`src/rtl/uart_rx_fifo_pkg.sv`:
```
// uart_rx_fifo_pkg: shared UART receive-buffer defaults and the stored character layout
package uart_rx_fifo_pkg;
  localparam logic [7:0] DATA_REG_DFT = 8'hff;
  localparam int UART_RXFIFO_DEPTH = 16;
  localparam int UART_RXFIFO_AW = 4;
  localparam int UART_RX_TIMEOUT_TICKS = 640;
  typedef struct packed {
    logic perr;
    logic [7:0] data;
  } rx_char_t;
endpackage

```
`src/rtl/uart_rx_fifo_if.sv`:
```
// uart_rx_fifo_if: receiver-side and register-side signals of the UART receive FIFO
interface uart_rx_fifo_if
  import uart_rx_fifo_pkg::*;
#(
  parameter int AW = UART_RXFIFO_AW
);
  logic rx_en, rx_data_sample, rx_ok, parity_error, rd_data_flag;
  logic [7:0] rxd_out, rd_data;
  logic rd_en, rd_perr, empty, full, thresh_irq, overrun, ovr_clr, timeout_irq, flush;
  logic [AW:0] level, thresh;
  modport master (
    output rx_en, rx_data_sample, rx_ok, rxd_out, parity_error, rd_en, thresh, ovr_clr, flush,
    input rd_data_flag, rd_data, rd_perr, empty, full, level, thresh_irq, overrun, timeout_irq
  );
  modport slave (
    input rx_en, rx_data_sample, rx_ok, rxd_out, parity_error, rd_en, thresh, ovr_clr, flush,
    output rd_data_flag, rd_data, rd_perr, empty, full, level, thresh_irq, overrun, timeout_irq
  );
endinterface

```
`src/rtl/uart_fifo_mem.sv`:
```
// uart_fifo_mem: DEPTH x 9-bit storage, synchronous write and asynchronous read
module uart_fifo_mem #(
  parameter int DEPTH = 16,
  parameter int AW = 4
) (
  input logic clk,
  input logic we,
  input logic [AW-1:0] waddr,
  input logic [8:0] wdata,
  input logic [AW-1:0] raddr,
  output logic [8:0] rdata
);
  logic [8:0] mem [DEPTH];
  always_ff @(posedge clk)
    if (we) mem[waddr] <= wdata;
  assign rdata = mem[raddr];
endmodule

```
`src/rtl/uart_rx_fifo.sv`:
```
// uart_rx_fifo: receive FIFO capturing one character per frame, with overrun,
// threshold and character-timeout status for the interrupt logic
module uart_rx_fifo
  import uart_rx_fifo_pkg::*;
#(
  parameter int DEPTH = UART_RXFIFO_DEPTH,
  parameter int AW = UART_RXFIFO_AW,
  parameter int TIMEOUT_TICKS = UART_RX_TIMEOUT_TICKS
) (
  input logic clk,
  input logic rst_n,
  uart_rx_fifo_if.slave bus
);
  localparam int TW = $clog2(TIMEOUT_TICKS + 1);
  localparam logic [TW-1:0] TMAX = TW'(TIMEOUT_TICKS);
  localparam logic [TW-1:0] TLAST = TW'(TIMEOUT_TICKS - 1);
  localparam logic [AW:0] ONE = (AW+1)'(1);
  localparam logic [AW:0] ALMOST = (AW+1)'(DEPTH - 1);
  logic [AW-1:0] wptr, rptr;
  logic [AW:0] level_q;
  logic [TW-1:0] tcnt;
  logic [8:0] head;
  rx_char_t wchar;
  logic empty_q, full_q, rx_ok_d, overrun_q, timeout_q;
  logic push, pop, wr, ovr_set, tclr;
  assign push = bus.rx_ok & ~rx_ok_d & bus.rx_en;
  assign pop = bus.rd_en & ~empty_q & ~bus.flush;
  // a push into a full FIFO is only taken when the head leaves in the same cycle
  assign wr = push & (~full_q | pop) & ~bus.flush;
  assign ovr_set = push & full_q & ~pop & ~bus.flush;
  assign tclr = push | bus.rd_en & ~empty_q | bus.flush | empty_q | ~bus.rx_en;
  assign wchar = '{perr: bus.parity_error, data: bus.rxd_out};
  uart_fifo_mem #(.DEPTH(DEPTH), .AW(AW)) u_mem (
    .clk(clk),
    .we(wr),
    .waddr(wptr),
    .wdata(wchar),
    .raddr(rptr),
    .rdata(head)
  );
  always_ff @(posedge clk or negedge rst_n)
    if (!rst_n) begin
      wptr <= '0;
      rptr <= '0;
      level_q <= '0;
      empty_q <= 1'b1;
      full_q <= 1'b0;
      rx_ok_d <= 1'b0;
      overrun_q <= 1'b0;
      timeout_q <= 1'b0;
      tcnt <= '0;
    end else begin
      rx_ok_d <= bus.rx_ok;
      if (bus.flush) begin
        wptr <= '0;
        rptr <= '0;
        level_q <= '0;
        empty_q <= 1'b1;
        full_q <= 1'b0;
      end else begin
        if (wr) wptr <= wptr + 1'b1;
        if (pop) rptr <= rptr + 1'b1;
        if (wr != pop) begin
          level_q <= wr ? level_q + 1'b1 : level_q - 1'b1;
          empty_q <= ~wr & (level_q == ONE);
          full_q <= wr & (level_q == ALMOST);
        end
      end
      overrun_q <= ovr_set ? 1'b1 : (bus.ovr_clr | bus.flush) ? 1'b0 : overrun_q;
      tcnt <= tclr ? '0 : (bus.rx_data_sample && tcnt != TMAX) ? tcnt + 1'b1 : tcnt;
      timeout_q <= (bus.rd_en & ~empty_q | bus.flush | empty_q) ? 1'b0 :
                   (~tclr & bus.rx_data_sample & (tcnt == TLAST)) ? 1'b1 : timeout_q;
    end
  assign bus.rd_data_flag = bus.rx_ok;
  assign bus.rd_data = empty_q ? DATA_REG_DFT : head[7:0];
  assign bus.rd_perr = ~empty_q & head[8];
  assign bus.empty = empty_q;
  assign bus.full = full_q;
  assign bus.level = level_q;
  assign bus.overrun = overrun_q;
  assign bus.timeout_irq = timeout_q;
  assign bus.thresh_irq = (bus.thresh != '0) && (level_q >= bus.thresh);
endmodule

```
`src/flat_wrapper.sv`:
```
// flat-port wrapper written by rule: the top's interface ports become plain ports
module uart_rx_fifo_flat import uart_rx_fifo_pkg::*;
#(
  parameter int DEPTH = UART_RXFIFO_DEPTH,
  parameter int AW = UART_RXFIFO_AW,
  parameter int TIMEOUT_TICKS = UART_RX_TIMEOUT_TICKS
)
  (clk, rst_n, bus_rx_en, bus_rx_data_sample, bus_rx_ok, bus_rxd_out, bus_parity_error, bus_rd_en, bus_thresh, bus_ovr_clr, bus_flush, bus_rd_data_flag, bus_rd_data, bus_rd_perr, bus_empty, bus_full, bus_level, bus_thresh_irq, bus_overrun, bus_timeout_irq);
  uart_rx_fifo_if #(.AW(AW)) bus_i ();
  input logic clk;
  input logic rst_n;
  input wire logic [$bits(bus_i.rx_en)-1:0] bus_rx_en;
  input wire logic [$bits(bus_i.rx_data_sample)-1:0] bus_rx_data_sample;
  input wire logic [$bits(bus_i.rx_ok)-1:0] bus_rx_ok;
  input wire logic [$bits(bus_i.rxd_out)-1:0] bus_rxd_out;
  input wire logic [$bits(bus_i.parity_error)-1:0] bus_parity_error;
  input wire logic [$bits(bus_i.rd_en)-1:0] bus_rd_en;
  input wire logic [$bits(bus_i.thresh)-1:0] bus_thresh;
  input wire logic [$bits(bus_i.ovr_clr)-1:0] bus_ovr_clr;
  input wire logic [$bits(bus_i.flush)-1:0] bus_flush;
  output wire logic [$bits(bus_i.rd_data_flag)-1:0] bus_rd_data_flag;
  output wire logic [$bits(bus_i.rd_data)-1:0] bus_rd_data;
  output wire logic [$bits(bus_i.rd_perr)-1:0] bus_rd_perr;
  output wire logic [$bits(bus_i.empty)-1:0] bus_empty;
  output wire logic [$bits(bus_i.full)-1:0] bus_full;
  output wire logic [$bits(bus_i.level)-1:0] bus_level;
  output wire logic [$bits(bus_i.thresh_irq)-1:0] bus_thresh_irq;
  output wire logic [$bits(bus_i.overrun)-1:0] bus_overrun;
  output wire logic [$bits(bus_i.timeout_irq)-1:0] bus_timeout_irq;
  assign bus_i.rx_en = bus_rx_en;
  assign bus_i.rx_data_sample = bus_rx_data_sample;
  assign bus_i.rx_ok = bus_rx_ok;
  assign bus_i.rxd_out = bus_rxd_out;
  assign bus_i.parity_error = bus_parity_error;
  assign bus_i.rd_en = bus_rd_en;
  assign bus_i.thresh = bus_thresh;
  assign bus_i.ovr_clr = bus_ovr_clr;
  assign bus_i.flush = bus_flush;
  assign bus_rd_data_flag = bus_i.rd_data_flag;
  assign bus_rd_data = bus_i.rd_data;
  assign bus_rd_perr = bus_i.rd_perr;
  assign bus_empty = bus_i.empty;
  assign bus_full = bus_i.full;
  assign bus_level = bus_i.level;
  assign bus_thresh_irq = bus_i.thresh_irq;
  assign bus_overrun = bus_i.overrun;
  assign bus_timeout_irq = bus_i.timeout_irq;
  uart_rx_fifo #(.DEPTH(DEPTH), .AW(AW), .TIMEOUT_TICKS(TIMEOUT_TICKS)) u_core (.clk(clk), .rst_n(rst_n), .bus(bus_i));
endmodule
```
`config.mk`:
```
export PLATFORM = sky130hd
export DESIGN_NAME = uart_rx_fifo_flat
export DESIGN_NICKNAME = d
export VERILOG_FILES = /design/src/rtl/uart_rx_fifo_pkg.sv /design/src/rtl/uart_rx_fifo_if.sv /design/src/rtl/uart_fifo_mem.sv /design/src/rtl/uart_rx_fifo.sv /design/src/flat_wrapper.sv
export SDC_FILE = /design/constraint.sdc
export NUM_CORES = 1
export LEC_CHECK = 0
export BUFFER_PORTS_ARGS = -buffer_cell sky130_fd_sc_hd__buf_4
export CORE_MARGIN = 10
export CORE_UTILIZATION = 45
export CTS_BUF_LIST = sky130_fd_sc_hd__clkbuf_16
export DETAILED_ROUTE_END_ITERATION = 10
export GPL_ROUTABILITY_DRIVEN = 0
export PLACE_DENSITY = 0.73
export SYNTH_ARGS = -nofsm -noshare
export SYNTH_HDL_FRONTEND = slang
export SYNTH_SLANG_ARGS = --single-unit
```
`constraint.sdc`:
```
create_clock -name clk -period 3.2 [get_ports clk]
set_clock_uncertainty 0.1 [all_clocks]
set_input_delay 0.32 -clock clk [delete_from_list [all_inputs] [get_ports clk]]
set_output_delay 0.32 -clock clk [all_outputs]
set_load 0.02 [all_outputs]
```
### Word-level counts from Yosys, hierarchy flattened

Memory sizes are Yosys's and may differ from the RTL's.
Index checks and enable logic that the tools add are counted.

* output and inout port bits: 20
* bits of input ports: 22
* memories kept: 1
* register bits after elaboration: 28
* memory bits (writable): 144
* logic and storage cells: 80

Memory list
* u_core.u_mem.mem: depth 16, width 9, rd ports 1, clocked after Yosys merged registers in 0, wr ports 1, line uart_fifo_mem.sv:13 `logic [8:0] mem [DEPTH];`

* equal/unequal tests: 5
* muxes and demuxes: 20
* reduce and logical (&&, ||, !) cells: 9
* $lt $le $gt $ge: 1
* bitwise logic cells: 30
* add/sub/neg operators: 5

Operators with widths (number)
* 10-bit 2-to-1 mux: 2
* 4-bit 2-to-1 mux: 4
* 5-bit 2-to-1 mux: 3
* 1-bit bitwise AND: 14
* 2-bit nonzero test: 6
* 10-bit by 1-bit adder with 10-bit output, second input constant: 1
* 10-bit == test, second input constant: 1
* 1-bit 2-to-1 mux: 10
* 10-bit inequality test, second input constant: 1
* 4-bit by 1-bit adder with 4-bit output, second input constant: 2
* 8-bit 2-to-1 mux: 1
* 1-bit NOT: 8
* 1-bit OR: 8
* 5-bit by 1-bit adder with 5-bit output, second input constant: 1
* 5-bit by 1-bit == test with 1-bit output, second input constant: 1
* 5-bit by 4-bit == test with 1-bit output, second input constant: 1
* 5-bit >= comparator: 1
* 5-bit nonzero test: 1
* 5-bit by 1-bit subtractor with 5-bit output, second input constant: 1
* 1-bit logical AND: 2
* 1-bit inequality test: 1

### Logic depth before layout (Yosys ltp)

* depth after elaboration: 12
* gate-level depth with buffers: 6
* depth with buffers taken out: 6

### Modules after synthesis

Synthesis repeated with hierarchy kept, for this count alone.

* cells, all modules: 430
* area, all modules: 7362.1 µm²

By module, submodules not included
* uart_fifo_mem: area an instance 5600.4 µm², seq. area each 4324.1 µm², cells each 245, times used 1
* uart_rx_fifo: area an instance 1761.7 µm², seq. area each 701.9 µm², cells each 185, times used 1

### Worst setup path after synthesis

No wires, ideal clock.

* path kind: register to register
* start point: register u_core.empty_q (netlist: u_core.bus.empty)
* end point: memory u_core.u_mem.mem[0][0] (enable)
* required time: 2.713 ns
* cell stages (with the launch flop): 6
* setup time: 0.387 ns
* slack: 0.915 ns
* path buffers: 1
* arrival: 1.799 ns
* period minus slack after synthesis: 2.285 ns
* cell sequence: dfstp_2 -> nand2b_4 -> buf_6 -> a211oi_2 -> nand2_1 -> nor3_1

* cells in the longest elaborated chain, start to end: 8

Ends and longest elaborated chain
* from (decl): line uart_rx_fifo.sv:24 `logic empty_q, full_q, rx_ok_d, overrun_q, timeout_q;`
* from (signal assigned): line uart_rx_fifo.sv:65 `empty_q <= ~wr & (level_q == ONE);`
* 1-bit NOT: line uart_rx_fifo.sv:27 `assign pop = bus.rd_en & ~empty_q & ~bus.flush;`
* 1-bit bitwise AND (2 in a row): line uart_rx_fifo.sv:27
* 1-bit OR: line uart_rx_fifo.sv:29 `assign wr = push & (~full_q | pop) & ~bus.flush;`
* 1-bit bitwise AND (2 in a row): line uart_rx_fifo.sv:29
* 1-bit 2-to-1 mux: line uart_fifo_mem.sv:15 `if (we) mem[waddr] <= wdata;`
* 1-bit 2-to-1 mux (implied by the code): line uart_fifo_mem.sv:15
* to (decl): line uart_fifo_mem.sv:13

No other way between the ends.

### Worst setup path after layout

* start point: register u_core.rptr[1]
* end point: output bus_rd_data[3]

* cells in the longest elaborated chain, start to end: 2

Ends and longest elaborated chain
* from (decl): line uart_rx_fifo.sv:19 `logic [AW-1:0] wptr, rptr;`
* from (signal assigned): line uart_rx_fifo.sv:62 `if (pop) rptr <= rptr + 1'b1;`
* memory 16 x 9 bit
* 8-bit 2-to-1 mux: line uart_rx_fifo.sv:75 `assign bus.rd_data = empty_q ? DATA_REG_DFT : head[7:0];`
* to (decl): line flat_wrapper.sv:22 `output wire logic [$bits(bus_i.rd_data)-1:0] bus_rd_data;`

No other way between the ends.

==> impl_metrics.ini <==
[final_layout]
nFillCells = 1317
diodes = 0
areaGrowthSynthToFinish_pct = 16.4
nets = 533
post_route_cells_drive_above_1_share_pct = 26.0
finalInstanceArea_sq_mm = 0.00846
fin_util_pct = 53.3
layout.cells.non_filler = 724

[power_and_ir_drop]
p_per_area_mw_per_mm2 = 536
power.internal_uw = 3590
total_power_uw = 4540
cellLeakagePower_uw = 0.00290
swShare_pct = 20.9
switchingPower_uw = 946
p_seq_share_pct = 54.1
clkPwrFrac_pct = 41.7
ir_drop_uv = 390
power.share.combinational_pct = 4.2

[grt]
grt_util_met3_pct = 4.79
gr-total-overflow = 0
grt_pass1_vias = 4242
use_met1_pct = 18.4
grt_max_degree = 29
grt_pass1_wl_mm = 23.5
grtUsageTotal_pct = 14.1
top_usage_layer = met2
antenna_found_initial = 0
met2_usage_pct = 22.0

[cts]
cts_tree = built
cts_root_buffer = clkbuf_16
ctsResizeCount = 0
clk_path_buf_depth = 2
cts_buffers = 17
clkSinkCount = 172
clk-insertion-delay-late_ns = 0.43
htreeDepth = 4
cts.reportedPaths.clkPinSlew_ns = 0.06
cts_setup_buffers = 0
postCtsHoldBufs = 2

[setup_path]
crit_start = u_core.rptr[1]
cp_num_cells = 5
path_class = reg2out
rr_worst_depth = 4
regToRegSetupSlack_ns = 0.71
critPathArrivalTime_ns = 2.40
cp-start-kind = register
crit_family = flip-flops
path_buf_inv = 2
path_cells = buf_4 > mux4_2 > o22ai_1 > a21oi_1 > buf_4
r2r-start = u_core.rx_ok_d
cp_slowest_cell = dfrtp_2
crit_top_cell = buf_4
r2r_end = u_core.u_mem.mem[8][5]
cpPeakStageDelay_ns = 0.78
critPathRequiredTime_ns = 2.78
crit_path_max_fanout = 20
crit_path_end_kind = output port

[synthesis]
synth_cell_types = 49
synthFlopType = edfxtp_1
synth_area_per_cell_sq_um = 16.7
yosysWarnings = 0
synth_top_area_share_pct = 59.5
yosysMostFrequentCell = edfxtp_1
synth_cells = 434
ys_ff_latch = 172
synth_top_area_cell = edfxtp_1
netlist_area_sq_mm = 0.00727
synth_common_cells = edfxtp_1, nor2_1, mux4_2, dfrtp_1
ys_seq_area_share_pct = 69.2
synth_nets = 472
synth_edf_count = 144
synthArstFlopShare_pct = 16.3
synthTopCellsByArea = edfxtp_1, mux4_2, dfrtp_1

[die]
core_region_area_sq_mm = 0.0159
rows = 46
die_h_um = 147
initial_utilization_pct = 45.7
fp.dieW_um = 147
ioPinCount = 42
die_area_sq_mm = 0.0216

[sta]
min_period_ns = 2.82
setup-tns-final_ns = 0
finalHoldViolations = 0
slew_headroom_pct = 38.0
drv_slew = 0
worst_pin_slew_ns = 0.926
fin_crit_sh_pct = 88.0
fmax_mhz = 355
rsz0062_at_grt = false
setup_violations = 0

[drt]
wl_per_cell_um = 20.2
vias = 3988
ant_nets = 0
drtIter0Drc = 283
finalWirelength_mm = 14.7
drt-pass1-iter-count = 5
via_per_inst = 5.51
post-route-drc-count = 0

[placed_design]
placed_area_sq_mm = 0.00789
place_inst = 690
portBuffers = 41
dpl.hpwl_mm = 9.73

[worst_hold_path]
worstHoldStart = bus_flush
hold_path_class = in2reg
hold_depth = 2
hold_end = u_core.rptr[0]

[run_status]
status = finished clean

[flow_run]
cap_violations = 0
## how the worst max path moves through the flow
stage,end
after floorplan,u_core.u_mem.mem[0][0]
after global placement,u_core.u_mem.mem[8][6]
after detailed placement,u_core.u_mem.mem[8][1]
after CTS,bus_rd_data[3]
after global routing,bus_rd_data[3]
final,bus_rd_data[3]
## kinds of logic (layout without fill, tap and decap cells)
kind of cell    count (synthesis)  count (layout)  share of synthesized area (%)
buf+inv                        36             110                           2.36
flops                         172             172                           69.2
fa+ha+maj                      16              16                           2.75
mux                            50              50                           12.9
simple gates                  101             101                           7.04
xor+xnor                       15              15                           1.81
compound gates                 44              44                           3.96
## stage by stage
step                      hold WS [ns]  setup WS (ns)
final                           0.0974          0.383
after CTS                       0.0811          0.322
after global placement           0.159          0.732
after detailed placement         0.166          0.702
after floorplan                -0.0756          0.915
after global routing            0.0920          0.164
## power groups by stage
stage | clock, uW | sequential, uW | combinational [uW]
final | 1890 | 2450 | 191
after global routing | 2040 | 2450 | 213
after CTS | 1940 | 2450 | 195
after detailed placement | 0 | 2500 | 193
after global placement | 0 | 2500 | 184
after floorplan | 0 | 2500 | 96.7
## cell usage in the layout, fill, tap and decap left out, types with 6 or more instances in the layout
master and instances:
nand2_1 15, mux2i_1 15, o22ai_1 10, nand3_1 11, buf_4 59, clkbuf_16 17, a21oi_1 13, mux4_2 35
xor2_1 6, xnor2_1 9, ha_1 16, inv_1 18, nor3_1 8, edfxtp_1 144, nor2_1 36, dfrtp_1 25
## worst reg2reg max path, cell delays in order (launching register included)
cell and delay [ns]:
dfrtp_1 0.38, nand3b_2 0.34, a211oi_2 0.37, nand2_1 0.17, nor2_1 0.74
## sequential cells by signal, indices dropped and copies added (netlist names)
signal                  count
u_core.rptr                 4
u_core.u_mem.mem          144
u_core.tcnt                10
u_core.wptr                 4
u_core.rx_ok_d              1
u_core.bus.full             1
u_core.bus.timeout_irq      1
u_core.bus.overrun          1
u_core.bus.empty            1
u_core.bus.level            5
## layer usage
| layer | routed length (um) | share of wire, % |
|---|---|---|
| met5 | 0 | 0 |
| met4 | 159 | 1.1 |
| met3 | 959 | 6.5 |
| met2 | 7250 | 49 |
| met1 | 6290 | 43 |
## layout make-up
| cell class | count | area, sq um | area share (%) |
|---|---|---|---|
| flip-flops and latches | 172 | 5030 | 59.4 |
| multi-input cells | 226 | 2070 | 24.5 |
| repair buffers | 62 | 483 | 5.71 |
| clock buffers | 17 | 425 | 5.03 |
| well taps | 216 | 270 | 3.19 |
| clock inverters | 15 | 124 | 1.46 |
| inverters | 16 | 60.1 | 0.710 |
(Power assumes the default switching activity.)
